`src/rtl/ctrl_pkg.sv`:
```
// Shared control definitions for the 5-stage MIPS-subset core: opcodes,
// hazard-controller state encoding, PC source select and operand-usage decode.
package ctrl_pkg;

  localparam logic [5:0] OP_RTYPE = 6'b000000;
  localparam logic [5:0] OP_LW    = 6'b100011;
  localparam logic [5:0] OP_SW    = 6'b101011;
  localparam logic [5:0] OP_BNE   = 6'b000101;
  localparam logic [5:0] OP_XORI  = 6'b001110;
  localparam logic [5:0] OP_J     = 6'b000010;

  typedef enum logic [1:0] {
    RUN      = 2'd0,
    LU_STALL = 2'd1,
    MEM_WAIT = 2'd2
  } state_e;

  localparam logic [1:0] PC_SEQ    = 2'd0;
  localparam logic [1:0] PC_BRANCH = 2'd1;
  localparam logic [1:0] PC_JUMP   = 2'd2;

  // Every instruction except j reads rs (unknown opcodes are treated as readers).
  function automatic logic uses_rs(input logic [5:0] op);
    return op != OP_J;
  endfunction

  // Only R-type, sw and bne read rt; xori/lw write it instead.
  function automatic logic uses_rt(input logic [5:0] op);
    return (op == OP_RTYPE) || (op == OP_SW) || (op == OP_BNE);
  endfunction

endpackage

```
`src/rtl/sat_counter.sv`:
```
// Saturating up-counter used for the controller performance counters.
module sat_counter #(
  parameter int W = 16
) (
  input  logic         clk,
  input  logic         rst_n,
  input  logic         inc,
  output logic [W-1:0] count
);

  // Count up on inc, sticking at all-ones instead of wrapping.
  always_ff @(posedge clk or negedge rst_n) begin
    if (!rst_n) begin
      count <= '0;
    end else if (inc && (count != '1)) begin
      count <= count + W'(1);
    end
  end

endmodule

```
`src/rtl/hazard_controller.sv`:
```
// Pipeline sequencing controller: load-use stalls, data-memory freeze with
// timeout, and wrong-path squash after taken bne / j. Outputs are Mealy so
// every hazard response takes effect in the same cycle it is detected.
module hazard_controller
  import ctrl_pkg::*;
#(
  parameter int LOAD_LAT = 1,
  parameter int TIMEOUT  = 64,
  parameter int CNT_W    = 16
) (
  input  logic             clk,
  input  logic             rst_n,
  input  logic [5:0]       id_opcode,
  input  logic [4:0]       id_rs,
  input  logic [4:0]       id_rt,
  input  logic             ex_mem_read,
  input  logic [4:0]       ex_rt,
  input  logic             branch_taken,
  input  logic             mem_access,
  input  logic             dmem_ready,
  output logic             pc_write,
  output logic             ifid_write,
  output logic             idex_write,
  output logic             exmem_write,
  output logic             ifid_flush,
  output logic             idex_flush,
  output logic [1:0]       pc_sel,
  output logic             mem_err,
  output logic [CNT_W-1:0] stall_cycles,
  output logic [CNT_W-1:0] flush_count
);

  localparam int WAIT_W = $clog2(TIMEOUT + 1);
  localparam int LU_W   = 3;

  state_e            state_q, state_d;
  logic [WAIT_W-1:0] wait_q, wait_d;
  logic [LU_W-1:0]   lu_q, lu_d;
  logic              mem_err_q, mem_err_d;

  logic freeze;
  logic load_use;
  logic lu_active;
  logic stall_inc;
  logic flush_inc;

  assign freeze    = mem_access && !dmem_ready;
  assign load_use  = ex_mem_read && (ex_rt != 5'd0) &&
                     ((uses_rs(id_opcode) && (ex_rt == id_rs)) ||
                      (uses_rt(id_opcode) && (ex_rt == id_rt)));
  // Remaining stall cycles survive a freeze, so the stall resumes afterwards.
  assign lu_active = (lu_q != '0);
  assign mem_err   = mem_err_q;

  // Prioritised hazard response (freeze > branch > load-use > jump) and next state.
  always_comb begin
    pc_write    = 1'b1;
    ifid_write  = 1'b1;
    idex_write  = 1'b1;
    exmem_write = 1'b1;
    ifid_flush  = 1'b0;
    idex_flush  = 1'b0;
    pc_sel      = PC_SEQ;
    state_d     = state_q;
    wait_d      = wait_q;
    lu_d        = lu_q;
    mem_err_d   = mem_err_q;

    if (!rst_n) begin
      pc_write    = 1'b0;
      ifid_write  = 1'b0;
      idex_write  = 1'b0;
      exmem_write = 1'b0;
      ifid_flush  = 1'b1;
      idex_flush  = 1'b1;
    end else if (freeze) begin
      pc_write    = 1'b0;
      ifid_write  = 1'b0;
      idex_write  = 1'b0;
      exmem_write = 1'b0;
      if (wait_q == WAIT_W'(TIMEOUT - 1)) begin
        mem_err_d = 1'b1;
        wait_d    = '0;
        state_d   = RUN;
      end else begin
        wait_d    = wait_q + WAIT_W'(1);
        state_d   = MEM_WAIT;
      end
    end else begin
      wait_d = '0;
      if (branch_taken) begin
        pc_sel     = PC_BRANCH;
        ifid_flush = 1'b1;
        idex_flush = 1'b1;
        lu_d       = '0;
        state_d    = RUN;
      end else if (lu_active) begin
        pc_write   = 1'b0;
        ifid_write = 1'b0;
        idex_flush = 1'b1;
        if (lu_q == LU_W'(1)) begin
          lu_d    = '0;
          state_d = RUN;
        end else begin
          lu_d    = lu_q - LU_W'(1);
          state_d = LU_STALL;
        end
      end else if (load_use) begin
        pc_write   = 1'b0;
        ifid_write = 1'b0;
        idex_flush = 1'b1;
        if (LOAD_LAT > 1) begin
          lu_d    = LU_W'(LOAD_LAT - 1);
          state_d = LU_STALL;
        end else begin
          state_d = RUN;
        end
      end else if (id_opcode == OP_J) begin
        pc_sel     = PC_JUMP;
        ifid_flush = 1'b1;
        state_d    = RUN;
      end else begin
        state_d = RUN;
      end
    end
  end

  // Controller state registers; reset abandons any stall or wait in progress.
  always_ff @(posedge clk or negedge rst_n) begin
    if (!rst_n) begin
      state_q   <= RUN;
      wait_q    <= '0;
      lu_q      <= '0;
      mem_err_q <= 1'b0;
    end else begin
      state_q   <= state_d;
      wait_q    <= wait_d;
      lu_q      <= lu_d;
      mem_err_q <= mem_err_d;
    end
  end

  assign stall_inc = rst_n && !pc_write;
  assign flush_inc = rst_n && ifid_flush;

  sat_counter #(.W(CNT_W)) u_stall_cnt (
    .clk   (clk),
    .rst_n (rst_n),
    .inc   (stall_inc),
    .count (stall_cycles)
  );

  sat_counter #(.W(CNT_W)) u_flush_cnt (
    .clk   (clk),
    .rst_n (rst_n),
    .inc   (flush_inc),
    .count (flush_count)
  );

endmodule

```
`config.mk`:
```
export PLATFORM = sky130hd
export DESIGN_NAME = hazard_controller
export DESIGN_NICKNAME = d
export VERILOG_FILES = /design/src/rtl/ctrl_pkg.sv /design/src/rtl/sat_counter.sv /design/src/rtl/hazard_controller.sv
export SDC_FILE = /design/constraint.sdc
export NUM_CORES = 1
export LEC_CHECK = 0
export CORE_MARGIN = 2
export CORE_UTILIZATION = 44
export DETAILED_ROUTE_END_ITERATION = 12
export PLACE_DENSITY = 0.72
export SYNTH_ARGS = -nofsm -noshare
export SYNTH_HDL_FRONTEND = slang
export SYNTH_HIERARCHICAL = 1
export SYNTH_SLANG_ARGS = --single-unit
```
`constraint.sdc`:
```
create_clock -name clk -period 1.95 [get_ports clk]
set_input_delay 0.195 -clock clk [delete_from_list [all_inputs] [get_ports clk]]
set_output_delay 0.195 -clock clk [all_outputs]
set_load 0.005 [all_outputs]
```
==> flow_metrics.py <==
metrics = {
    "timing": {
        "skew_ps": 6.81,
        "worst_slew_pin_slew_ps": 515,
        "rsz0062_at_grt": "true",
        "slew_headroom_pct": 65.4,
        "period_needed_ps": 2040,
        "setup_viol": 2,
        "setup_ws_ps": -88.7,
        "drv_slew": 0,
        "fin_crit_sh_pct": 105,
        "fmaxAchievable_ghz": 0.491,
        "hold_viol_final": 0,
        "fin_setup_tns_ps": -157,
    },
    "clock_tree": {
        "cts_tree": "built",
        "root_buffer": "clkbuf_8",
        "clkSinkCount": 43,
        "clk_pin_slew_ps": 80,
        "htreeDepth": 2,
        "insertion_delay_ps": 300,
        "cts_buffers": 5,
        "clk_path_buf_depth": 2,
    },
    "synthesis": {
        "seq_area_frac_synth_pct": 41.1,
        "postSynthCellCount": 251,
        "syn_area_um2": 2620,
        "synth-async-reset-ratio_pct": 100,
        "synth_edf_count": 0,
        "synth_area_leaders": "dfrtp_1, xor2_1, nand4_1",
        "synth-main-ff-cell": "dfrtp_1",
        "synth_top_area_cell": "dfrtp_1",
        "syn_avg_cell_area_um2": 10.4,
        "synthDistinctLibCells": 48,
        "synth_warnings": 6,
        "synthesis.nets": 284,
        "post-synth-top-area-fraction_pct": 41.1,
        "synth_seq_cells": 43,
    },
    "route": {
        "drt_iter0_markers": 150,
        "route.detailed.drc": 0,
        "wl_met1_um": 3170,
        "via_count": 2518,
        "post_drt_wl_per_cell_um": 15.8,
        "highest_layer": "met4",
        "viasPerCell": 5.61,
        "wl_met3_um": 233,
        "wl_met2_um": 3550,
        "postRouteAntennaNets": 0,
        "routed_wl_um": 7090,
        "firstDrtPassIters": 4,
    },
    "layout": {
        "antenna_cells": 0,
        "drive_above_1_share_pct": 33.4,
        "area_growth_pct": 53.0,
        "fin_nets": 406,
        "fin_util_pct": 68.8,
        "fin_cells": 449,
    },
    "global_routing": {
        "grt-ovfl-total": 0,
        "grt_max_degree": 32,
        "first_global_vias": 2294,
        "antenna_found_initial": 0,
        "grt_usage_pct": 21.4,
        "grt_pass1_wl_um": 10900,
    },
    "power_and_ir_drop": {
        "sw_frac_of_total_pct": 33.9,
        "clkPwrFrac_pct": 20.1,
        "finalPower_w": 0.00318,
        "seqPwrFrac_pct": 39.3,
        "p_leak_nw": 1.80,
        "p_comb_share_pct": 40.5,
        "switchingPower_w": 0.00108,
        "p_int_w": 0.00210,
        "ir_drop_uv": 473,
        "p_per_area_nw_per_um2": 794,
    },
    "critical_path": {
        "r2r-end": "u_stall_cnt/count[14]",
        "critPathTopFamily": "simple AND/OR/NAND/NOR gates",
        "rrSetupSlack_ps": -40,
        "worstSetupPathType": "input pin to flip-flop",
        "end_kind": "flip-flop",
        "critPathSlowestCell": "nor4_4",
        "arrival_ps": 2230,
        "worstPathRequired_ps": 2140,
        "worstReg2RegStart": "lu_q[1]",
        "cpPeakStageDelay_ps": 350,
        "path_max_fanout": 4,
        "crit_path_frequent_cell": "nand4_1",
        "cp_num_buf_inv": 2,
        "worstPathCellList": "clkdlybuf4s15_1, xor2_2, nor3_2, nand4_1, a31oi_4, buf_6, nand2_8, nor4_4, nand4_1, xnor2_1",
        "r2r_cells": 11,
        "start_kind": "input pin",
    },
    "die": {
        "ioPinCount": 68,
        "rows": 28,
        "start_util_pct": 45.0,
        "core_um2": 5820,
        "die_w_um": 81.1,
        "dieArea_um2": 6580,
        "die_h_um": 81.1,
    },
    "hold_path": {
        "min_path_type": "input pin to async pin",
    },
    "placed_design": {
        "place_inst": 420,
        "hpwl_um": 4770,
        "port_buffers": 67,
        "place_ws_ps": -699,
        "gp_congestion": 0.814,
    },
    "status": {
        "violations": "setup timing",
        "status": "finished with violations",
    },
    "run": {
        "maxCapViolCount": 0,
    },
}
==> timing repair <==
action,4_1_cts,5_1_grt
endpoints found under the hold margin,12,0
pin swaps,23,21
hold buffers,1,0
setup endpoints to repair,35,25
resized for setup,80,37
buffers inserted,8,12
==> cell usage after synthesis (4+ instances only) <==
cell      n
nand3_1  14
ha_1      6
a31oi_1   7
xor2_1   15
o22ai_1   5
nor4_4    4
a21oi_1   7
nand4_1  17
nor2_1   13
xnor2_1  11
o21a_1   12
o21ai_0  10
dfrtp_1  43
nand2_1  14
inv_1    10
and3_1    6
==> power by group through the flow <==
| stage | Sequential [W] | Clock, W | Combinational [W] |
|---|---|---|---|
| floorplan | 0.00122 | 0 | 0.000478 |
| global placement | 0.00124 | 0 | 0.000995 |
| detailed placement | 0.00125 | 0 | 0.00101 |
| CTS | 0.00124 | 0.000662 | 0.00115 |
| global route | 0.00128 | 0.000690 | 0.00140 |
| finish | 0.00125 | 0.000640 | 0.00129 |
==> cells in the final DEF (no fill, tap or decap), types with 3 or more instances in the layout <==
master	synthesis	layout
nor2_2	2	5
xor2_1	15	10
nand2_1	14	12
nand4_1	17	17
buf_2	0	9
xnor2_1	11	11
and3_1	6	4
nand3_1	14	14
inv_2	0	3
nor4_2	0	3
dlymetal6s2s_1	0	3
nor4_4	4	4
o22ai_1	5	5
inv_1	10	7
a21oi_1	7	5
xor2_2	0	5
dlygate4sd2_1	0	9
clkdlybuf4s50_1	0	38
o21ai_0	10	10
clkbuf_8	0	7
ha_1	6	5
dfrtp_1	43	43
o21a_1	12	12
a31oi_1	7	6
buf_4	2	48
nor2_1	13	10
and4_4	2	4
and4_1	3	3
buf_6	0	7
==> cell families after synthesis <==
family / count (synthesis) / share of synthesized area (%)
multiplexers: 3 / 1.24
AO/OA/AOI/OAI: 59 / 16.6
flip-flops: 43 / 41.1
XOR/XNOR: 26 / 8.71
buffers and inverters: 14 / 2.30
AND/OR/NAND/NOR: 100 / 27.2
adder cells (fa/ha/maj): 6 / 2.87
==> sequential cells by signal (all words and copies together), names as in the netlist <==
signal and count:
lu_q 3, mem_err 1, u_flush_cnt/count 16, u_stall_cnt/count 16
wait_q 7
==> area by class of cell <==
class | count | area, um^2
clock inverters | 1 | 7.51
repair buffers | 119 | 1030
well taps | 75 | 93.8
fillers | 461 | 1810
clock buffers | 7 | 96.3
flip-flops and latches | 43 | 1080
inverters | 10 | 37.5
multi-input cells | 194 | 1660
==> metal layers <==
metal	vias up	GRT usage, %
li1	1196	-
met1	1238	28.8
met2	70	34.0
met3	14	3.89
met4	0	8.47
met5	-	0
==> worst reg2reg max path, cell delays in order (launching register included) <==
cell,delay [ps]
dfrtp_1,370
inv_2,60
ha_4,160
buf_4,140
nand2b_4,70
nor2_2,50
a31oi_4,160
buf_6,150
nand2_8,60
nor4_4,360
nand4_1,160
xnor2_1,160
==> per-stage QoR <==
stage                     cell area [um^2]  hold slack, ps
after global placement                3620             273
after detailed placement              3620             269
after floorplan                       2650            -101
after CTS                             3820            26.0
after global routing                  4000            71.2
final                                 4000            26.1
==> worst max path at each step <==
stage / startpoint / endpoint / slack (ps) / cells past startpoint
6_report: id_rs[1] / u_stall_cnt/count[14] / -90 / 10
5_1_grt: ex_rt[2] / u_stall_cnt/count[14] / -140 / 11
4_1_cts: id_opcode[0] / u_stall_cnt/count[15] / -10 / 10
3_5_place_dp: ex_rt[4] / u_stall_cnt/count[15] / -700 / 9
3_3_place_gp: ex_rt[4] / u_stall_cnt/count[10] / -560 / 9
2_1_floorplan: ex_rt[1] / u_stall_cnt/count[7] / 10 / 8
Note: power is estimated with default switching activity, not from simulation.
